**src/rtl/tilt_rate_gen_if.sv**
```systemverilog
// Sample/step bus for tilt_rate_gen.
//   accel_x, accel_y : signed 12-bit acceleration samples
//   sample_valid     : one-cycle strobe, both samples valid together
//   x_inc/x_dec/y_inc/y_dec : one-cycle step pulses toward the ball module
//   tilt             : {y_neg, y_pos, x_neg, x_pos} direction levels
//   mag_x, mag_y     : per-axis magnitude level 0..15
// master = sample source / step consumer, slave = tilt_rate_gen.
interface tilt_rate_gen_if;
  logic [11:0] accel_x;
  logic [11:0] accel_y;
  logic        sample_valid;
  logic        x_inc;
  logic        x_dec;
  logic        y_inc;
  logic        y_dec;
  logic [3:0]  tilt;
  logic [3:0]  mag_x;
  logic [3:0]  mag_y;

  modport master (
    output accel_x, accel_y, sample_valid,
    input  x_inc, x_dec, y_inc, y_dec, tilt, mag_x, mag_y
  );

  modport slave (
    input  accel_x, accel_y, sample_valid,
    output x_inc, x_dec, y_inc, y_dec, tilt, mag_x, mag_y
  );
endinterface

```
**src/rtl/tilt_rate_gen.sv**
```systemverilog
// Converts raw signed X/Y accelerometer samples into per-axis direction
// levels, magnitude levels and rate-scaled step pulses for the ball module.
//   clk   : system clock
//   reset : asynchronous active-low reset
//   bus   : tilt_rate_gen_if.slave (samples in, steps/tilt/magnitudes out)
// Axis index 0 = X, 1 = Y throughout.
module tilt_rate_gen #(
  parameter int          SIMULATE    = 0,
  parameter int unsigned TICK_DIV    = 100000,
  parameter int unsigned AVG_LOG2    = 2,
  parameter int          DEADZONE    = 100,
  parameter int          HYST        = 16,
  parameter int unsigned MAG_SHIFT   = 6,
  parameter int          MAX_PERIOD  = 64,
  parameter int          PERIOD_STEP = 4
) (
  input  logic           clk,
  input  logic           reset,
  tilt_rate_gen_if.slave bus
);

  localparam int unsigned DIV    = (SIMULATE != 0) ? 4 : TICK_DIV;
  localparam int unsigned ACC_W  = 12 + AVG_LOG2;
  localparam int unsigned CNT_W  = (AVG_LOG2 > 0) ? AVG_LOG2 : 1;
  localparam int unsigned LAST   = (1 << AVG_LOG2) - 1;
  localparam int unsigned STEP_W = $clog2(MAX_PERIOD + 1);

  typedef enum logic [1:0] {NEUTRAL, POS, NEG} dir_t;

  // ---------------- block averaging ----------------
  logic signed [11:0]      smp [2];
  logic signed [ACC_W-1:0] acc [2];
  logic signed [ACC_W-1:0] sum [2];
  logic signed [11:0]      avg [2];
  logic [CNT_W-1:0]        count;
  logic                    avg_valid;

  assign smp[0] = bus.accel_x;
  assign smp[1] = bus.accel_y;

  always_comb begin
    for (int unsigned i = 0; i < 2; i++) begin
      sum[i] = acc[i] + ACC_W'(smp[i]);
    end
  end

  always_ff @(posedge clk or negedge reset) begin
    if (!reset) begin
      count     <= '0;
      avg_valid <= 1'b0;
      for (int unsigned i = 0; i < 2; i++) begin
        acc[i] <= '0;
        avg[i] <= '0;
      end
    end else begin
      avg_valid <= 1'b0;
      if (bus.sample_valid) begin
        if (count == CNT_W'(LAST)) begin
          count     <= '0;
          avg_valid <= 1'b1;
          for (int unsigned i = 0; i < 2; i++) begin
            acc[i] <= '0;
            avg[i] <= 12'(sum[i] >>> AVG_LOG2);
          end
        end else begin
          count <= count + CNT_W'(1);
          for (int unsigned i = 0; i < 2; i++) begin
            acc[i] <= sum[i];
          end
        end
      end
    end
  end

  // ---------------- direction FSM and magnitude ----------------
  function automatic dir_t next_dir(input dir_t cur, input logic signed [11:0] avg_in);
    int a;
    a = int'(avg_in);
    next_dir = cur;
    case (cur)
      NEUTRAL: begin
        if (a > DEADZONE)       next_dir = POS;
        else if (a < -DEADZONE) next_dir = NEG;
      end
      POS: begin
        if (a < -DEADZONE)              next_dir = NEG;
        else if (a < DEADZONE - HYST)   next_dir = NEUTRAL;
      end
      NEG: begin
        if (a > DEADZONE)               next_dir = POS;
        else if (a > -(DEADZONE - HYST)) next_dir = NEUTRAL;
      end
      default: next_dir = NEUTRAL;
    endcase
  endfunction

  // |avg| with -2048 saturating to 2047, excess over deadzone, scaled and clamped.
  function automatic logic [3:0] level_of(input logic signed [11:0] avg_in);
    int a;
    int ex;
    a = int'(avg_in);
    if (a < 0)    a = -a;
    if (a > 2047) a = 2047;
    ex = a - DEADZONE;
    if (ex < 0) ex = 0;
    ex = ex >>> MAG_SHIFT;
    if (ex > 15) ex = 15;
    return 4'(ex);
  endfunction

  dir_t       dir_q [2];
  dir_t       dir_d [2];
  logic [3:0] lvl_q [2];
  logic [3:0] lvl_d [2];

  always_ff @(posedge clk or negedge reset) begin
    if (!reset) begin
      for (int unsigned i = 0; i < 2; i++) begin
        dir_q[i] <= NEUTRAL;
        lvl_q[i] <= '0;
      end
    end else begin
      for (int unsigned i = 0; i < 2; i++) begin
        dir_q[i] <= dir_d[i];
        lvl_q[i] <= lvl_d[i];
      end
    end
  end

  always_comb begin
    for (int unsigned i = 0; i < 2; i++) begin
      dir_d[i] = dir_q[i];
      lvl_d[i] = lvl_q[i];
      if (avg_valid) begin
        dir_d[i] = next_dir(dir_q[i], avg[i]);
        lvl_d[i] = (dir_d[i] == NEUTRAL) ? 4'd0 : level_of(avg[i]);
      end
    end
  end

  // ---------------- rate tick and step generation ----------------
  logic [31:0] presc;
  logic        tick;

  assign tick = (presc == 32'(DIV - 1));

  always_ff @(posedge clk or negedge reset) begin
    if (!reset) presc <= '0;
    else        presc <= tick ? '0 : presc + 32'd1;
  end

  function automatic int period_of(input logic [3:0] lvl);
    int p;
    p = MAX_PERIOD - int'(lvl) * PERIOD_STEP;
    if (p < 1) p = 1;
    return p;
  endfunction

  logic [STEP_W-1:0] stp  [2];
  logic              fire [2];

  // Pulses decode from the registered direction/level, so a tick that
  // coincides with an FSM update still steps with the old settings.
  always_comb begin
    for (int unsigned i = 0; i < 2; i++) begin
      fire[i] = tick && (dir_q[i] != NEUTRAL) &&
                (int'(stp[i]) >= period_of(lvl_q[i]) - 1);
    end
  end

  // Direction change clears the counter (full period to first pulse);
  // a level-only change keeps it so the new period applies at once.
  always_ff @(posedge clk or negedge reset) begin
    if (!reset) begin
      for (int unsigned i = 0; i < 2; i++) stp[i] <= '0;
    end else begin
      for (int unsigned i = 0; i < 2; i++) begin
        if (dir_d[i] != dir_q[i] || dir_q[i] == NEUTRAL) stp[i] <= '0;
        else if (tick) stp[i] <= fire[i] ? '0 : stp[i] + STEP_W'(1);
      end
    end
  end

  assign bus.x_inc = fire[0] && (dir_q[0] == POS);
  assign bus.x_dec = fire[0] && (dir_q[0] == NEG);
  assign bus.y_inc = fire[1] && (dir_q[1] == POS);
  assign bus.y_dec = fire[1] && (dir_q[1] == NEG);
  assign bus.tilt  = {dir_q[1] == NEG, dir_q[1] == POS, dir_q[0] == NEG, dir_q[0] == POS};
  assign bus.mag_x = lvl_q[0];
  assign bus.mag_y = lvl_q[1];

endmodule
```
**src/flat_wrapper.sv**
```systemverilog
// flat-port wrapper written by rule: the top's interface ports become plain ports
module tilt_rate_gen_flat 
#(
  parameter int          SIMULATE    = 0,
  parameter int unsigned TICK_DIV    = 100000,
  parameter int unsigned AVG_LOG2    = 2,
  parameter int          DEADZONE    = 100,
  parameter int          HYST        = 16,
  parameter int unsigned MAG_SHIFT   = 6,
  parameter int          MAX_PERIOD  = 64,
  parameter int          PERIOD_STEP = 4
)
  (clk, reset, bus_accel_x, bus_accel_y, bus_sample_valid, bus_x_inc, bus_x_dec, bus_y_inc, bus_y_dec, bus_tilt, bus_mag_x, bus_mag_y);
  tilt_rate_gen_if bus_i ();
  input  logic clk;
  input  logic reset;
  input wire logic [$bits(bus_i.accel_x)-1:0] bus_accel_x;
  input wire logic [$bits(bus_i.accel_y)-1:0] bus_accel_y;
  input wire logic [$bits(bus_i.sample_valid)-1:0] bus_sample_valid;
  output wire logic [$bits(bus_i.x_inc)-1:0] bus_x_inc;
  output wire logic [$bits(bus_i.x_dec)-1:0] bus_x_dec;
  output wire logic [$bits(bus_i.y_inc)-1:0] bus_y_inc;
  output wire logic [$bits(bus_i.y_dec)-1:0] bus_y_dec;
  output wire logic [$bits(bus_i.tilt)-1:0] bus_tilt;
  output wire logic [$bits(bus_i.mag_x)-1:0] bus_mag_x;
  output wire logic [$bits(bus_i.mag_y)-1:0] bus_mag_y;
  assign bus_i.accel_x = bus_accel_x;
  assign bus_i.accel_y = bus_accel_y;
  assign bus_i.sample_valid = bus_sample_valid;
  assign bus_x_inc = bus_i.x_inc;
  assign bus_x_dec = bus_i.x_dec;
  assign bus_y_inc = bus_i.y_inc;
  assign bus_y_dec = bus_i.y_dec;
  assign bus_tilt = bus_i.tilt;
  assign bus_mag_x = bus_i.mag_x;
  assign bus_mag_y = bus_i.mag_y;
  tilt_rate_gen #(.SIMULATE(SIMULATE), .TICK_DIV(TICK_DIV), .AVG_LOG2(AVG_LOG2), .DEADZONE(DEADZONE), .HYST(HYST), .MAG_SHIFT(MAG_SHIFT), .MAX_PERIOD(MAX_PERIOD), .PERIOD_STEP(PERIOD_STEP)) u_core (.clk(clk), .reset(reset), .bus(bus_i));
endmodule
```
**config.mk**
```make
export PLATFORM = sky130hd
export DESIGN_NAME = tilt_rate_gen_flat
export DESIGN_NICKNAME = d
export VERILOG_FILES = /design/src/rtl/tilt_rate_gen_if.sv /design/src/rtl/tilt_rate_gen.sv /design/src/flat_wrapper.sv
export SDC_FILE = /design/constraint.sdc
export NUM_CORES = 1
export LEC_CHECK = 0
export CORE_MARGIN = 2
export CORE_UTILIZATION = 55
export DETAILED_ROUTE_END_ITERATION = 8
export PLACE_DENSITY = 0.79
export SETUP_SLACK_MARGIN = 0.05
export SYNTH_ARGS = -nofsm -noshare
export SYNTH_HDL_FRONTEND = slang
export SYNTH_SLANG_ARGS = --single-unit
```
**constraint.sdc**
```tcl
create_clock -name clk -period 4.8 [get_ports clk]
set_input_delay 1.2 -clock clk [delete_from_list [all_inputs] [get_ports clk]]
set_output_delay 1.2 -clock clk [all_outputs]
set_load 0.01 [all_outputs]
```
==> results of run 1 <==
sequential cells by signal (all words and copies together) (netlist names):
register and count:
u_core.presc 32, u_core.bus.mag_x 4, u_core.avg_valid 1, u_core.acc 28, u_core.bus.mag_y 4, u_core.dir_q 4
u_core.avg 24, u_core.stp 14, u_core.count 2
cell families (layout without fill, tap and decap cells):
| kind of cell | Yosys count | in the layout |
|---|---|---|
| AOI/OAI and AO/OA | 228 | 228 |
| and+or+nand+nor | 312 | 312 |
| xor gates and xnor gates | 70 | 70 |
| adders and majority gates | 56 | 56 |
| DFF | 113 | 113 |
| muxes | 11 | 11 |
| buffers and inverters | 69 | 146 |
path summary, 6_finish.rpt:
| kind | start | endpoint |
|---|---|---|
| max | u_core.bus.mag_y[0] | bus_y_inc |
| min | u_core.presc[4] | u_core.presc[4] |
| max reg2reg | u_core.bus.mag_y[0] | u_core.stp[0] |
| min reg2reg | u_core.presc[4] | u_core.presc[4] |
| max in group asynchronous | reset | u_core.acc[22] |
| min in group asynchronous | reset | u_core.bus.mag_y[1] |
worst max-delay path: stages (launching register included):
cell and delay [ns]:
dfrtp_2 0.42, inv_2 0.10, ha_4 0.15, nand2b_1 0.16
o21ai_2 0.07, nand3_2 0.11, nand3_1 0.11, xnor2_1 0.15
ha_1 0.31, nand3_1 0.10, o21ai_0 0.17, a31oi_1 0.12
or3_1 0.38, nor2_1 0.12, clkdlybuf4s50_1 0.54
cell type report:
type                    count  area share
multi-input cells         677       0.509
flip-flops and latches    113       0.308
repair buffers             77      0.0742
clock buffers              19      0.0483
well taps                 180      0.0245
clock inverters            13      0.0202
inverters                  37      0.0151
power groups by stage:
| stage | clock network (mW) | logic (mW) | registers, mW |
|---|---|---|---|
| floorplan | 0 | 2.12 | 1.41 |
| global placement | 0 | 2.49 | 1.59 |
| detailed placement | 0 | 2.54 | 1.60 |
| CTS | 1.35 | 2.67 | 1.60 |
| global route | 1.39 | 3.11 | 1.65 |
| finish | 1.33 | 2.78 | 1.61 |
cell usage in the layout (no fill, tap or decap), drive strengths merged, types with 8 or more instances in the layout:
master / synthesis / final
dfrtp: 113 / 113
nand2: 81 / 81
o21ai: 69 / 69
nor2: 59 / 59
ha: 52 / 52
a21oi: 39 / 39
xnor2: 38 / 38
clkdlybuf4s50: 0 / 38
inv: 36 / 37
buf: 3 / 36
xor2: 31 / 31
nor3: 26 / 26
nand3: 24 / 24
o2bb2ai: 21 / 21
nor4: 19 / 19
a21o: 19 / 19
clkbuf: 29 / 19
nand2b: 17 / 17
nand4: 15 / 15
nor2b: 14 / 14
and3: 12 / 12
a211oi: 9 / 9
o22ai: 9 / 9
nand3b: 8 / 8
through the flow:
step           total power [mW]   util  hold slack [ns]  cell area (sq um)  setup WS, ns
6_report                   5.72  0.666            0.488               9180         0.162
4_1_cts                    5.61  0.660            0.491               9090        0.0245
2_1_floorplan              3.53      -            0.448               7690         0.931
3_3_place_gp               4.08  0.598            0.469               8240         0.361
5_1_grt                    6.16  0.666            0.515               9180        0.0151
3_5_place_dp               4.14  0.598            0.473               8240         0.248
repair_timing:
action / in CTS / in global routing
gates resized for setup: 10 / 18
pin swaps: 2 / 5
buffers inserted: 27 / 4
hold endpoints to repair: 0 / 0
endpoints found under the setup margin: 4 / 11
hold buffers: 0 / 0
cloned: 0 / 0
metal layers:
layer  vias to the layer above  track usage
li1                       3281            -
met1                      3163        0.333
met2                       180        0.390
met3                        19       0.0581
met4                         0       0.0769
met5                         -            0
==> results_dict.tcl, run 1 <==
set metrics [dict create \
    seq_power_share 0.281 \
    rsz0062_at_grt "no" \
    p_int_mw 3.37 \
    peakVddDrop_mv 0.418 \
    worst_setup_path_end_kind "primary output" \
    dpl.cell_count 1053 \
    dr_wl_met2_um 8330 \
    start_util 0.558 \
    synthArstFlopShare 1.00 \
    die_w_um 122 \
    combPwrFrac 0.486 \
    dr_total_vias 6643 \
    holdPathStages 1 \
    drt_pass1_iterations 6 \
    cts_tree "yes" \
    multi_input_area_sq_um 4680 \
    avgSynthCellArea_sq_um 8.95 \
    grt_pass1_wl_um 29400 \
    pin_count 43 \
    period_needed_ns 4.64 \
    hold_violations 0 \
    fp.coreArea_sq_um 13800 \
    path_max_fanout 5 \
    setup_viol 0 \
    fmax_ghz 0.216 \
    clock_power_share 0.233 \
    p_sw_frac 0.412 \
    avgRoutedWirePerCell_um 15.7 \
    yosys.area_share.simple 0.213 \
    clock_sinks 113 \
    leakage_nw 4.09 \
    cts-root-buf "clkbuf_16" \
    start_kind "register" \
    ys_top_cells_by_area "dfrtp_1 (37%), ha_1 (8.5%), xnor2_1 (4.3%)" \
    worstSkewPairLatency_ns 0.42 \
    n_fill_cell 1116 \
    cp.arrival_ns 3.44 \
    synth_area_sq_um 7690 \
    place_congestion 0.824 \
    synthMuxAreaShare 0.0151 \
    grt_pass1_vias 6333 \
    met1_length_um 8180 \
    row_count 43 \
    ys_seq_area_frac 0.368 \
    final_nets 1004 \
    fin_tns_setup_ns 0 \
    p_switching_mw 2.36 \
    synth_top_family_by_area "simple AND/OR/NAND/NOR gates" \
    synth.top_cell.area_share 0.368 \
    reg2reg_depth 34 \
    grt_start_max_net_pins 75 \
    cts_max_level 4 \
    status "completed" \
    synth_fp_nets 940 \
    grt.overflow.total 0 \
    ys_types 67 \
    final_cells 1116 \
    required_ns 3.60 \
    synth-compound-area-share 0.196 \
    drc 0 \
    via_per_inst 5.95 \
    synth_common_cells "dfrtp_1 (113), nand2_1 (81), nor2_1 (59)" \
    finalCritPeriodShare 0.966 \
    yosys.area.top_type "dfrtp_1" \
    drt-total-wl_um 17500 \
    yosysMostFrequentCell "dfrtp_1" \
    synth_xor_xnor_area_share 0.0815 \
    slew_headroom 0.181 \
    grt_antenna_before_repair 0 \
    drive_above_1_share 0.111 \
    synth_edf_count 0 \
    clock_path_buffers 2 \
    ff_latch_area_sq_um 2830 \
    n_antenna_cell 0 \
    postRouteAntennaNets 0 \
    synth_cells 859 \
    synth_fa_ha_area_frac 0.0924 \
    clk_pin_slew_ns 0.06 \
    skew_ns 0.0110 \
    drv_cap 0 \
    io_buffers 42 \
    routed-wl-met3_um 753 \
    r2r_slack_ns 0.17 \
    cts_buffers 17 \
    hold_class "reg2reg" \
    grt.total_usage 0.245 \
    top_layer "met4" \
    chipHeight_um 122 \
    ys.flop_type "dfrtp_1" \
    p_per_area_nw_per_um2 624 \
    synth-seq-cells 113 \
    worst_pin_slew_ns 1.22 \
    yosysWarnings 0 \
    die-area_sq_um 14900 \
    syn2layout_area_growth_pct 19.3 \
    path_class "reg2out" \
    hpwl_um 11500 \
    slew_viol_final 0 \
    drt_iter0_drc 436 \
]
(Power assumes the default switching activity.)
==> run 2: changes to the inputs <==
CELL_PAD_IN_SITES_DETAIL_PLACEMENT = 1   (was unset)
CELL_PAD_IN_SITES_GLOBAL_PLACEMENT = 2   (was unset)
CORE_UTILIZATION = 44   (was 55)
DONT_BUFFER_PORTS = 1   (was unset)
HOLD_SLACK_MARGIN = 0.02   (was unset)
PLACE_DENSITY = 0.91   (was 0.79)
==> run 2 against run 1 <==
Effect of this change:
- sequential share of layout area increased by 2.2 points
- final cell count decreased by 2.7%
- largest cell class unchanged
- clock skew increased by 0.0046 ns
- combinational power decreased by 7.9%
- worst setup slack improved by 0.13 ns
- largest power group unchanged
- fmax increased by 2.8%
==> results_dict.tcl, run 2 (same netlist as run 1, synthesis figures left out) <==
set metrics [dict create \
    status "completed" \
    final_nets 929 \
    fmax_ghz 0.222 \
    hpwl_um 14000 \
    leakage_nw 3.81 \
    final_area_sq_um 8570 \
    dr_total_vias 6444 \
    finalCritPeriodShare 0.940 \
    drive_above_1_share 0.0697 \
    peakVddDrop_mv 0.324 \
    p_int_mw 3.33 \
    dpl_cell_area_sq_um 7860 \
    drt_pass1_iterations 4 \
    p_switching_mw 2.34 \
    worst_pin_slew_ns 0.965 \
    clk_pin_slew_ns 0.06 \
    start_kind "register" \
    path_max_fanout 8 \
    largest_reg_flops 32 \
    avgRoutedWirePerCell_um 18.1 \
    postRouteAntennaNets 0 \
    top_register "u_core.presc" \
    clock_power_share 0.262 \
    cts_buffers 17 \
    combPwrFrac 0.451 \
    die_w_um 136 \
    n_fill_cell 2031 \
    start_util 0.448 \
    multi_input_area_sq_um 4620 \
    ff_latch_area_sq_um 2830 \
    io_buffers 0 \
    fp.coreArea_sq_um 17200 \
    drv_cap 0 \
    n_antenna_cell 0 \
    skew_ns 0.0156 \
    slew_viol_final 0 \
    cts_max_level 4 \
    pin_count 43 \
    clock_path_buffers 2 \
    cts-root-buf "clkbuf_16" \
    grt.total_usage 0.225 \
    row_count 48 \
    grt_antenna_before_repair 0 \
    hold_class "in2async" \
    p_per_area_nw_per_um2 661 \
    place_congestion 0.893 \
    grt_start_max_net_pins 114 \
    slew_headroom 0.356 \
    die-area_sq_um 18600 \
    grt.overflow.total 0 \
    syn2layout_area_growth_pct 11.4 \
    final_cell_mix "dfrtp_1 (111), nand2_1 (81), nor2_1 (58), o21ai_0 (55), ha_1 (51)" \
    rsz0062_at_grt "no" \
    cts_tree "yes" \
    chipHeight_um 136 \
    period_needed_ns 4.51 \
    p_sw_frac 0.413 \
    grt_pass1_wl_um 33600 \
    clock_sinks 113 \
    cp.arrival_ns 3.31 \
    seq_power_share 0.287 \
    via_per_inst 5.93 \
    worstSkewPairLatency_ns 0.43 \
    drt-total-wl_um 19600 \
    path_class "reg2out" \
    required_ns 3.60 \
    grt_pass1_vias 6991 \
    setup_viol 0 \
    reg_top3 "u_core.presc: 32 flops, u_core.acc: 28 flops, u_core.avg: 24 flops" \
    worst_setup_path_end_kind "primary output" \
    drc 0 \
    cts_setup_buffers 0 \
    drt_iter0_drc 275 \
    final_common_cell "dfrtp_1" \
    hold_violations 0 \
    fin_tns_setup_ns 0 \
    fin_util 0.499 \
]
[run 2: changes by cell type in the layout (fill, tap and decap cells not counted), moves of 3 or more]
| cell | change |
|---|---|
| dlygate4sd2_1 | -3 |
| inv_1 | +3 |
| clkinvlp_4 | -5 |
| inv_2 | -3 |
| clkdlybuf4s50_1 | -38 |
| buf_4 | -34 |
| bufinv_16 | +3 |
| clkinv_2 | +3 |
[run 2: critical path, stage by stage (launching register included)]
cell and delay [ns]:
dfrtp_2 0.47, inv_1 0.17, ha_2 0.26, nand2b_1 0.10
o21ai_2 0.17, nor2b_1 0.22, a21oi_1 0.09, nor3_1 0.16
ha_1 0.27, ha_1 0.21, a211oi_1 0.22, nand2_1 0.11
o21ai_2 0.31, nor3b_2 0.11
[run 2: per-stage QoR]
stage	std cells	worst slack, ns	hold slack (ns)	total power [mW]
floorplan	859	0.931	0.448	3.53
global placement	1053	0.650	0.464	3.97
detailed placement	1053	0.411	0.478	4.15
CTS	1085	0.0868	0.458	5.69
global route	1086	0.0651	0.462	6.12
finish	1086	0.287	0.479	5.67
[run 2: final timing paths]
kind	depth (start not counted)	endpoint	startpoint	slack (ns)
min	0	u_core.stp[5]	reset	0.48
max in group asynchronous	0	u_core.presc[12]	reset	4.06
min reg2reg	1	u_core.presc[0]	u_core.presc[0]	0.49
max reg2reg	14	u_core.stp[12]	u_core.bus.mag_x[0]	1.47
max	13	bus_x_dec	u_core.bus.mag_x[0]	0.29
min in group clk	1	u_core.presc[0]	u_core.presc[0]	0.49
[run 2: repair_timing]
action,in CTS,in global routing
resized for setup,4,5
endpoints found under the hold margin,0,0
pin swaps,0,2
hold buffers,0,0
setup endpoints to repair,2,4
[run 2: layer usage]
metal | vias to the layer above | part of all wire | global-route usage
met5 | - | 0 | 0
met4 | 0 | 0.017 | 0.0787
met3 | 29 | 0.025 | 0.0507
met2 | 71 | 0.51 | 0.397
met1 | 3234 | 0.44 | 0.268
li1 | 3110 | - | -
[run 2: final cells by class]
cell class,count,area share
timing repair buffer,2,0.00175
clock inverter,12,0.0274
inverter,37,0.0162
tap,225,0.0328
multi-input combinational,677,0.539
sequential,113,0.330
clock buffer,20,0.0521
[run 2: power by group through the flow]
stage | logic (mW) | registers, mW | clock network (mW)
after CTS | 2.56 | 1.62 | 1.51
final | 2.56 | 1.62 | 1.49
after global routing | 2.89 | 1.68 | 1.55
after global placement | 2.36 | 1.61 | 0
after floorplan | 2.12 | 1.41 | 0
after detailed placement | 2.52 | 1.63 | 0
